$ cat src/rtl/cache_pkg.sv
// Shared types, geometry and address-field helpers for the direct-mapped
// write-back data cache.
package cache_pkg;

    localparam int NUM_BLOCKS = 8;
    localparam int INDEX_W    = 3;
    localparam int TAG_W      = 28 - INDEX_W;
    localparam int BLOCK_W    = 128;
    localparam int WORD_W     = 32;
    localparam int ADDR_W     = 30;
    localparam int BADDR_W    = 28;

    typedef enum logic [1:0] {
        COMPARE   = 2'd0,
        WRITEBACK = 2'd1,
        ALLOCATE  = 2'd2
    } cache_state_t;

    function automatic logic [1:0] addr_word(input logic [ADDR_W-1:0] a);
        return a[1:0];
    endfunction

    function automatic logic [INDEX_W-1:0] addr_index(input logic [ADDR_W-1:0] a);
        return a[INDEX_W+1:2];
    endfunction

    function automatic logic [TAG_W-1:0] addr_tag(input logic [ADDR_W-1:0] a);
        return a[ADDR_W-1:INDEX_W+2];
    endfunction

    function automatic logic [BADDR_W-1:0] addr_block(input logic [ADDR_W-1:0] a);
        return a[ADDR_W-1:2];
    endfunction

    // Word 0 lives in the least significant 32 bits of a line.
    function automatic logic [WORD_W-1:0] line_word(input logic [BLOCK_W-1:0] line,
                                                    input logic [1:0] sel);
        logic [WORD_W-1:0] w;
        case (sel)
            2'd0:    w = line[31:0];
            2'd1:    w = line[63:32];
            2'd2:    w = line[95:64];
            default: w = line[127:96];
        endcase
        return w;
    endfunction

    function automatic logic [BLOCK_W-1:0] line_set_word(input logic [BLOCK_W-1:0] line,
                                                         input logic [1:0] sel,
                                                         input logic [WORD_W-1:0] w);
        logic [BLOCK_W-1:0] r;
        r = line;
        case (sel)
            2'd0:    r[31:0]   = w;
            2'd1:    r[63:32]  = w;
            2'd2:    r[95:64]  = w;
            default: r[127:96] = w;
        endcase
        return r;
    endfunction

endpackage

$ cat src/rtl/cache_line_array.sv
// Line storage: valid/dirty/tag/data per line, one combinational read port and
// one write port that either replaces a whole line or updates a single word.
module cache_line_array
    import cache_pkg::*;
(
    input  logic               clk,
    input  logic               rst,
    input  logic [INDEX_W-1:0] idx,
    output logic               rd_valid,
    output logic               rd_dirty,
    output logic [TAG_W-1:0]   rd_tag,
    output logic [BLOCK_W-1:0] rd_line,
    input  logic               word_we,
    input  logic [1:0]         word_sel,
    input  logic [WORD_W-1:0]  word_data,
    input  logic               fill_we,
    input  logic [TAG_W-1:0]   fill_tag,
    input  logic [BLOCK_W-1:0] fill_line
);

    logic [NUM_BLOCKS-1:0] valid_q;
    logic [NUM_BLOCKS-1:0] dirty_q;
    logic [TAG_W-1:0]      tag_q  [NUM_BLOCKS];
    logic [BLOCK_W-1:0]    data_q [NUM_BLOCKS];

    assign rd_valid = valid_q[idx];
    assign rd_dirty = dirty_q[idx];
    assign rd_tag   = tag_q[idx];
    assign rd_line  = data_q[idx];

    // Only the status bits are cleared; stale tag/data are masked by valid.
    always_ff @(posedge clk or posedge rst) begin
        if (rst) begin
            valid_q <= '0;
            dirty_q <= '0;
        end else if (fill_we) begin
            valid_q[idx] <= 1'b1;
            dirty_q[idx] <= 1'b0;
        end else if (word_we) begin
            dirty_q[idx] <= 1'b1;
        end
    end

    always_ff @(posedge clk) begin
        if (fill_we) begin
            tag_q[idx]  <= fill_tag;
            data_q[idx] <= fill_line;
        end else if (word_we) begin
            data_q[idx] <= line_set_word(data_q[idx], word_sel, word_data);
        end
    end

endmodule

$ cat src/rtl/dm_cache_wb.sv
// Direct-mapped, write-back, write-allocate data cache between a single-word
// processor port and a 128-bit block memory with a mem_ready pulse handshake.
module dm_cache_wb
    import cache_pkg::*;
(
    input  logic                clk,
    input  logic                rst,
    input  logic                proc_read,
    input  logic                proc_write,
    input  logic [ADDR_W-1:0]   proc_addr,
    input  logic [WORD_W-1:0]   proc_wdata,
    output logic [WORD_W-1:0]   proc_rdata,
    output logic                proc_stall,
    output logic                mem_read,
    output logic                mem_write,
    output logic [BADDR_W-1:0]  mem_addr,
    output logic [BLOCK_W-1:0]  mem_wdata,
    input  logic [BLOCK_W-1:0]  mem_rdata,
    input  logic                mem_ready
);

    cache_state_t state_q;
    cache_state_t state_d;

    logic [INDEX_W-1:0] idx;
    logic [TAG_W-1:0]   req_tag;
    logic [1:0]         word_sel;
    logic               req;
    logic               hit;

    logic               rd_valid;
    logic               rd_dirty;
    logic [TAG_W-1:0]   rd_tag;
    logic [BLOCK_W-1:0] rd_line;
    logic               word_we;
    logic               fill_we;

    assign idx      = addr_index(proc_addr);
    assign req_tag  = addr_tag(proc_addr);
    assign word_sel = addr_word(proc_addr);
    assign req      = proc_read | proc_write;
    assign hit      = rd_valid && (rd_tag == req_tag);

    cache_line_array u_lines (
        .clk       (clk),
        .rst       (rst),
        .idx       (idx),
        .rd_valid  (rd_valid),
        .rd_dirty  (rd_dirty),
        .rd_tag    (rd_tag),
        .rd_line   (rd_line),
        .word_we   (word_we),
        .word_sel  (word_sel),
        .word_data (proc_wdata),
        .fill_we   (fill_we),
        .fill_tag  (req_tag),
        .fill_line (mem_rdata)
    );

    always_ff @(posedge clk or posedge rst) begin
        if (rst) begin
            state_q <= COMPARE;
        end else begin
            state_q <= state_d;
        end
    end

    // Outputs are gated by rst so a reset in the middle of a memory transfer
    // drops the request at once rather than at the next edge.
    always_comb begin
        state_d    = state_q;
        proc_stall = 1'b0;
        proc_rdata = '0;
        mem_read   = 1'b0;
        mem_write  = 1'b0;
        mem_addr   = '0;
        mem_wdata  = '0;
        word_we    = 1'b0;
        fill_we    = 1'b0;
        if (!rst) begin
            case (state_q)
                COMPARE: begin
                    if (req) begin
                        if (hit) begin
                            // Read and write together resolves to a write.
                            if (proc_write) begin
                                word_we = 1'b1;
                            end else begin
                                proc_rdata = line_word(rd_line, word_sel);
                            end
                        end else begin
                            proc_stall = 1'b1;
                            state_d    = (rd_valid && rd_dirty) ? WRITEBACK : ALLOCATE;
                        end
                    end
                end
                WRITEBACK: begin
                    proc_stall = 1'b1;
                    mem_write  = 1'b1;
                    mem_addr   = {rd_tag, idx};
                    mem_wdata  = rd_line;
                    if (mem_ready) begin
                        state_d = ALLOCATE;
                    end
                end
                ALLOCATE: begin
                    proc_stall = 1'b1;
                    mem_read   = 1'b1;
                    mem_addr   = addr_block(proc_addr);
                    if (mem_ready) begin
                        fill_we = 1'b1;
                        state_d = COMPARE;
                    end
                end
                default: begin
                    state_d = COMPARE;
                end
            endcase
        end
    end

endmodule

$ cat config.mk
export PLATFORM = sky130hd
export DESIGN_NAME = dm_cache_wb
export DESIGN_NICKNAME = d
export VERILOG_FILES = /design/src/rtl/cache_pkg.sv /design/src/rtl/cache_line_array.sv /design/src/rtl/dm_cache_wb.sv
export SDC_FILE = /design/constraint.sdc
export NUM_CORES = 1
export LEC_CHECK = 0
export BUFFER_PORTS_ARGS = -buffer_cell sky130_fd_sc_hd__buf_2
export CAP_MARGIN = 20
export CORE_MARGIN = 2
export CORE_UTILIZATION = 55
export CTS_CLUSTER_SIZE = 8
export DETAILED_ROUTE_END_ITERATION = 16
export PLACE_DENSITY = 0.74
export SLEW_MARGIN = 20
export SYNTH_ARGS = -nofsm -noshare
export SYNTH_HDL_FRONTEND = slang
export SYNTH_SLANG_ARGS = --single-unit
$ cat constraint.sdc
create_clock -name clk -period 26 [get_ports clk]
set_input_delay 5.2 -clock clk [delete_from_list [all_inputs] [get_ports clk]]
set_output_delay 5.2 -clock clk [all_outputs]
set_load 0.005 [all_outputs]
# Yosys cells after proc, flatten, opt, wreduce, memory -nomap -nowiden
# Memory sizes are Yosys's and may differ from the RTL's.
# Cells that the tools add are included.
[totals]
mem_count = 2
ff_bits = 18
elab_cells = 90
mem_bits_rw = 1224
[op_classes]
n_reduce_logical = 9
n_mux = 58
magnitude_cmp = 2
n_bitwise = 7
eq_ne = 9
[memory_table]
columns = ["name", "depth", "width", "rd", "rd_clocked_by_memory_dff", "wr", "line", "source"]
rows = [
  ["u_lines.data_q", 8, 128, 1, 0, 1, "cache_line_array.sv:24", "logic [BLOCK_W-1:0] data_q [NUM_BLOCKS];"],
  ["u_lines.tag_q", 8, 25, 1, 0, 1, "cache_line_array.sv:23", "logic [TAG_W-1:0] tag_q [NUM_BLOCKS];"],
]
[op_table]
columns = ["cell", "n"]
rows = [
  ["32-bit two-way mux", 17],
  ["128-bit two-way mux", 3],
  ["32-bit one-hot mux with 3 select lines", 1],
  ["28-bit one-hot mux with 2 select lines", 1],
  ["28-bit two-way mux", 1],
  ["25-bit == test", 1],
  ["1-bit two-way mux", 23],
  ["8-bit two-way mux", 2],
  ["8-bit bitwise OR", 2],
  ["2-bit two-way mux", 5],
  ["8-bit bitwise AND", 1],
  ["2-bit inequality test (second input constant)", 4],
  ["8-bit NOT", 1],
  ["1-bit binary-select mux with 3-bit select", 2],
  ["2-bit one-hot mux with 3 select lines", 1],
  ["5-bit AND reduction", 1],
  ["2-bit by 1-bit == test with 1-bit output (second input constant)", 2],
  ["2-bit == test (second input constant)", 2],
  ["2-bit logical NOT", 2],
  ["3-bit by 4-bit < comparator with 1-bit output (second input constant)", 1],
  ["1-bit demux with 3-bit select", 1],
  ["3-bit by 1-bit greater-or-equal comparator with 1-bit output (second input constant)", 1],
  ["1-bit logical AND", 3],
  ["3-bit OR reduction", 1],
  ["5 further kinds", 6],
]

# Longest topological paths before layout
[logic_depth]
word_depth = 11
ltp_mapped = 14
mapped_depth_nobuf = 8

# By module
# From an unflattened synthesis, not the netlist that was laid out.
[unflattened]
hier_cells = 3028
area_unflattened_um2 = 53083.4
[modules_own_cells]
columns = ["module", "cells_each", "area_each_um2", "seq_area_each_um2", "instances"]
rows = [
  ["cache_line_array", 2686, 50402.1, 37155.6, 1],
  ["dm_cache_wb", 342, 2681.3, 50.0, 1],
]

# Least setup slack after synthesis
# Ideal clock, no wire load.
[synth_path]
path_type = "input-to-reg"
startpoint = "input port proc_addr[4]"
endpoint = "memory u_lines.data_q[3][0] (enable)"
path_buffers = 3
arrival_ns = 16.347
setup_ns = 0.771
t_required_ns = 25.229
slack_ns = 8.882
stages = 11
path_cell_list = "buf_2 > buf_2 > buf_1 > mux4_2 > mux2i_1 > xnor2_1 > nor3_1 > nand4_1 > nor4_4 > a21boi_1 > nor3_1"
[synth_between]
elab_chain_cells = 11
[synth_lines]
columns = ["item", "line", "source"]
rows = [
  ["start: declaration", "dm_cache_wb.sv:10", "input logic [ADDR_W-1:0] proc_addr,"],
  ["memory 8 x 25 bit or 1-bit binary-select mux with 3-bit select (tied branches)", "--", ""],
  ["25-bit == test or 1-bit two-way mux (tied branches)", "dm_cache_wb.sv:42, cache_line_array.sv:26", ""],
  ["1-bit logical AND", "dm_cache_wb.sv:42", "assign hit = rd_valid && (rd_tag == req_tag);"],
  ["1-bit two-way mux", "dm_cache_wb.sv:84", "if (hit) begin"],
  ["1-bit two-way mux", "dm_cache_wb.sv:83", "if (req) begin"],
  ["1-bit two-way mux", "dm_cache_wb.sv:81", "case (state_q)"],
  ["1-bit two-way mux", "dm_cache_wb.sv:80", "if (!rst) begin"],
  ["1-bit two-way mux", "cache_line_array.sv:48", "end else if (word_we) begin"],
  ["1-bit two-way mux", "cache_line_array.sv:45", "if (fill_we) begin"],
  ["1-bit two-way mux (not written as such)", "cache_line_array.sv:49", "data_q[idx] <= line_set_word(data_q[idx], word_sel, word_data);"],
  ["1-bit bitwise OR (no line)", "--", ""],
  ["end: declaration", "cache_line_array.sv:24", ""],
]
# Parallel ways exist; a longest one is shown, timed or not. The select of a mux whose other input is x is not followed.

# Worst setup path in the final report
[layout_path]
startpoint = "input port proc_addr[3]"
endpoint = "output port proc_rdata[27]"
[layout_between]
elab_chain_cells = 7
[layout_lines]
columns = ["item", "line", "source"]
rows = [
  ["memory 8 x 25 bit, or another cell as far along", "--", ""],
  ["25-bit == test, or another cell as far along", "dm_cache_wb.sv:42", ""],
  ["1-bit logical AND or 32-bit two-way mux (tied branches)", "dm_cache_wb.sv:42, dm_cache_wb.sv:86", ""],
  ["32-bit two-way mux (*)", "dm_cache_wb.sv:84", ""],
  ["32-bit two-way mux (*)", "dm_cache_wb.sv:83", ""],
  ["32-bit two-way mux (*)", "dm_cache_wb.sv:81", ""],
  ["32-bit two-way mux (*)", "dm_cache_wb.sv:80", ""],
  ["end: declaration", "dm_cache_wb.sv:12", "output logic [WORD_W-1:0] proc_rdata,"],
]
# Every way passes the cells marked *; elsewhere a longest branch is shown, timed or not. The select of a mux whose other input is x is not followed.

==> out/qor.yml <==
sta:
  setup_viol: 0
  hold_viol_final: 0
  slew_headroom: 0.2260
  rsz0062_at_grt: "no"
  fmax_ghz: 0.06381
  maxSlewViolCount: 0
  period_share: 0.6027
  skew_ns: 0.03152
  fin_crit_ns: 15.67
  fin_setup_tns_ns: 0
  tightest_slew_ns: 1.161
  setup_slack_ns: 10.33
setup_path:
  cp_data_required_time_ns: 20.80
  cp_common_cell: "buf_4"
  crit_start: "proc_addr[3]"
  cp_slowest_stage_delay_ns: 1.14
  critPathCapture: "proc_rdata[27]"
  path_delay_family: "buffers and inverters"
  crit_slowest_cell: "clkinv_1"
  end_kind: "output port"
  r2r-end: "u_lines.data_q[5][120]$_DFFE_PP_"
  r2r_setup_slack_ns: 19.93
  worst-path-stages: 12
  crit_type: "in2out"
  reg2reg_from: "u_lines.tag_q[7][20]$_DFFE_PP_"
  crit_arrival_ns: 10.47
  critPathBufInv: 5
  reg2regPathDepth: 11
  crit_path_start_kind: "input pin"
  path_cells: "buf_4 > buf_4 > clkinv_1 > a221o_1 > a221o_1 > xnor2_1 > nand3_1 > nor4_1 > nand4_1 > buf_4 > nor2_1 > buf_2"
  path_max_fanout: 54
placement:
  place.gp.congestion: 0.8422
  place_inst: 4524
  dp_slack_ns: 10.49
  hpwl_um: 81810
  port_buffers: 385
  placed_area_um2: 53510
grt:
  overflow: 0
  grt_usage: 0.3060
  antenna_found_initial: 23
  grt_max_degree: 129
  grt_pass1_vias: 30500
  grt_pass1_wl_um: 208700
yosys:
  syn_area_um2: 50380
  synth_cell_type_count: 65
  synth-edff-count: 1224
  seq_area_frac_synth: 0.7384
  synthArstFlopShare: 0.01449
  synth_nets: 3304
  synth_top_area_cell: "edfxtp_1"
  netlist_instances: 3105
  synthTopCellsByArea: "edfxtp_1, a22oi_1, mux4_2, mux2_1, nor2_1"
  synth_top_area_share: 0.7295
  avgSynthCellArea_um2: 16.23
  yosys_warnings: 0
  synthFlopType: "edfxtp_1"
  ys_seq_elements: 1242
flow_run:
  cap_viol_max_count: 0
clock_network:
  cts.path.max_buffers: 3
  clkLatencyLatePin_ns: 0.76
  cts_resized: 0
  clkSinkCount: 1242
  cts_max_level: 4
  cts-hold-fix-buffers: 0
  cts_root_buf: "clkbuf_16"
  tritoncts: "yes"
  post_cts_buffers: 0
  cts_buffers: 173
  clkTransAtPathRegs_ns: 0.05
layout:
  final_cell_mix: "edfxtp_1, buf_2, a22oi_1"
  design_area_um2: 58240
  drive_gt1_frac: 0.2240
  areaGrowthSynthToFinish_pct: 15.58
  nets: 3712
  final_common_cell: "edfxtp_1"
  final_cells: 4743
detailed_routing:
  via_count: 31750
  drt_first_pass_iters: 8
  postRouteAntennaNets: 0
  wl_um: 145700
  avgRoutedWirePerCell_um: 30.72
  drt_iter0_markers: 4438
  route.detailed.drc: 0
  vias_per_cell: 6.693
power:
  vdd_drop_max_mv: 0.06296
  power_density_nw_per_um2: 78.68
  p_leak_uw: 0.01954
die:
  initial_utilization: 0.5522
  dieWidth_um: 306.7
  dieArea_um2: 94050
  core_um2: 91250
  die_h_um: 306.7
  io_pins: 386
  rows: 111
run_status:
  status: "finished, final reports clean"
hold_path:
  hold_class: "reg2reg"
-- where the power goes --
group,leakage [uW],internal [uW],switching (uW)
Clock,0.00228,1190,790
Sequential,0.0113,2250,11.7
Combinational,0.00600,112,228
-- per-stage QoR --
stage               hold WS, ns  utilization  power [uW]
floorplan                0.4334            -        2494
global placement         0.4502       0.5864        2626
detailed placement       0.4483       0.5864        2632
CTS                      0.4630       0.6379        4591
global route             0.4672       0.6381        4702
finish                   0.4616       0.6382        4582
-- state kept, by name, indices dropped and copies added, names as in the netlist, named ones only --
name / count
state_q: 2
u_lines.data_q: 1024
u_lines.tag_q: 200
u_lines.valid_q: 8
-- layout make-up --
class	count	area, um2
well taps	1186	1484
inverters	11	41.29
repair buffers	449	2487
multi-input cells	1636	12290
flip-flops and latches	1242	37210
diodes	12	30.03
clock inverters	15	275.3
fillers	6286	33010
clock buffers	192	4422
-- cells in the mapped netlist, types with 3 or more instances --
master / instances
a211oi_1: 6
a21oi_1: 157
a221o_1: 3
a221oi_1: 80
a222oi_1: 9
a22o_1: 43
a22oi_1: 339
a2bb2oi_1: 5
a31oi_1: 11
and2_1: 8
and3_1: 39
and4_1: 57
buf_1: 20
buf_2: 12
buf_4: 3
buf_6: 6
buf_8: 9
clkbuf_1: 165
dfrtp_1: 18
edfxtp_1: 1224
ha_1: 4
inv_1: 10
mux2_1: 121
mux2_2: 48
mux2i_1: 69
mux4_2: 61
nand2_1: 60
nand2b_1: 7
nand3_1: 6
nand4_1: 5
nor2_1: 345
nor2b_1: 20
nor3_1: 11
nor3b_1: 3
o21a_1: 5
o21ai_0: 47
o22ai_1: 8
or2_2: 10
xnor2_1: 13
xor2_1: 5
-- worst min-delay path by stage --
stage	cells past startpoint	end	start	slack, ns
floorplan	1	u_lines.valid_q[7]$_DFFE_PP0P_	u_lines.valid_q[7]$_DFFE_PP0P_	0.43
global placement	1	u_lines.valid_q[5]$_DFFE_PP0P_	u_lines.valid_q[5]$_DFFE_PP0P_	0.45
detailed placement	1	u_lines.valid_q[7]$_DFFE_PP0P_	u_lines.valid_q[7]$_DFFE_PP0P_	0.45
CTS	1	u_lines.valid_q[7]$_DFFE_PP0P_	u_lines.valid_q[7]$_DFFE_PP0P_	0.46
global route	1	u_lines.valid_q[0]$_DFFE_PP0P_	u_lines.valid_q[0]$_DFFE_PP0P_	0.47
finish	1	u_lines.valid_q[5]$_DFFE_PP0P_	u_lines.valid_q[5]$_DFFE_PP0P_	0.46
-- cells by family (layout without fill, tap and decap cells) --
group	Yosys count	after routing	share of synthesized area
flops	1242	1242	0.7384
fa+ha+maj	4	4	0.0009934
buf+inv	227	667	0.02066
mux	300	300	0.07902
compound gates	728	728	0.1018
other cells	0	12	0
simple gates	586	586	0.05592
xor+xnor	18	18	0.003129
-- per-layer routing --
| layer | up-vias | wire length, um | global-route usage |
|---|---|---|---|
| met3 | 303 | 16660 | 0.06720 |
| li1 | 13250 | - | - |
| met2 | 2259 | 68980 | 0.4761 |
| met5 | - | 59 | 0 |
| met4 | 10 | 5810 | 0.1301 |
| met1 | 15920 | 54180 | 0.4214 |
(Power assumes the default switching activity.)
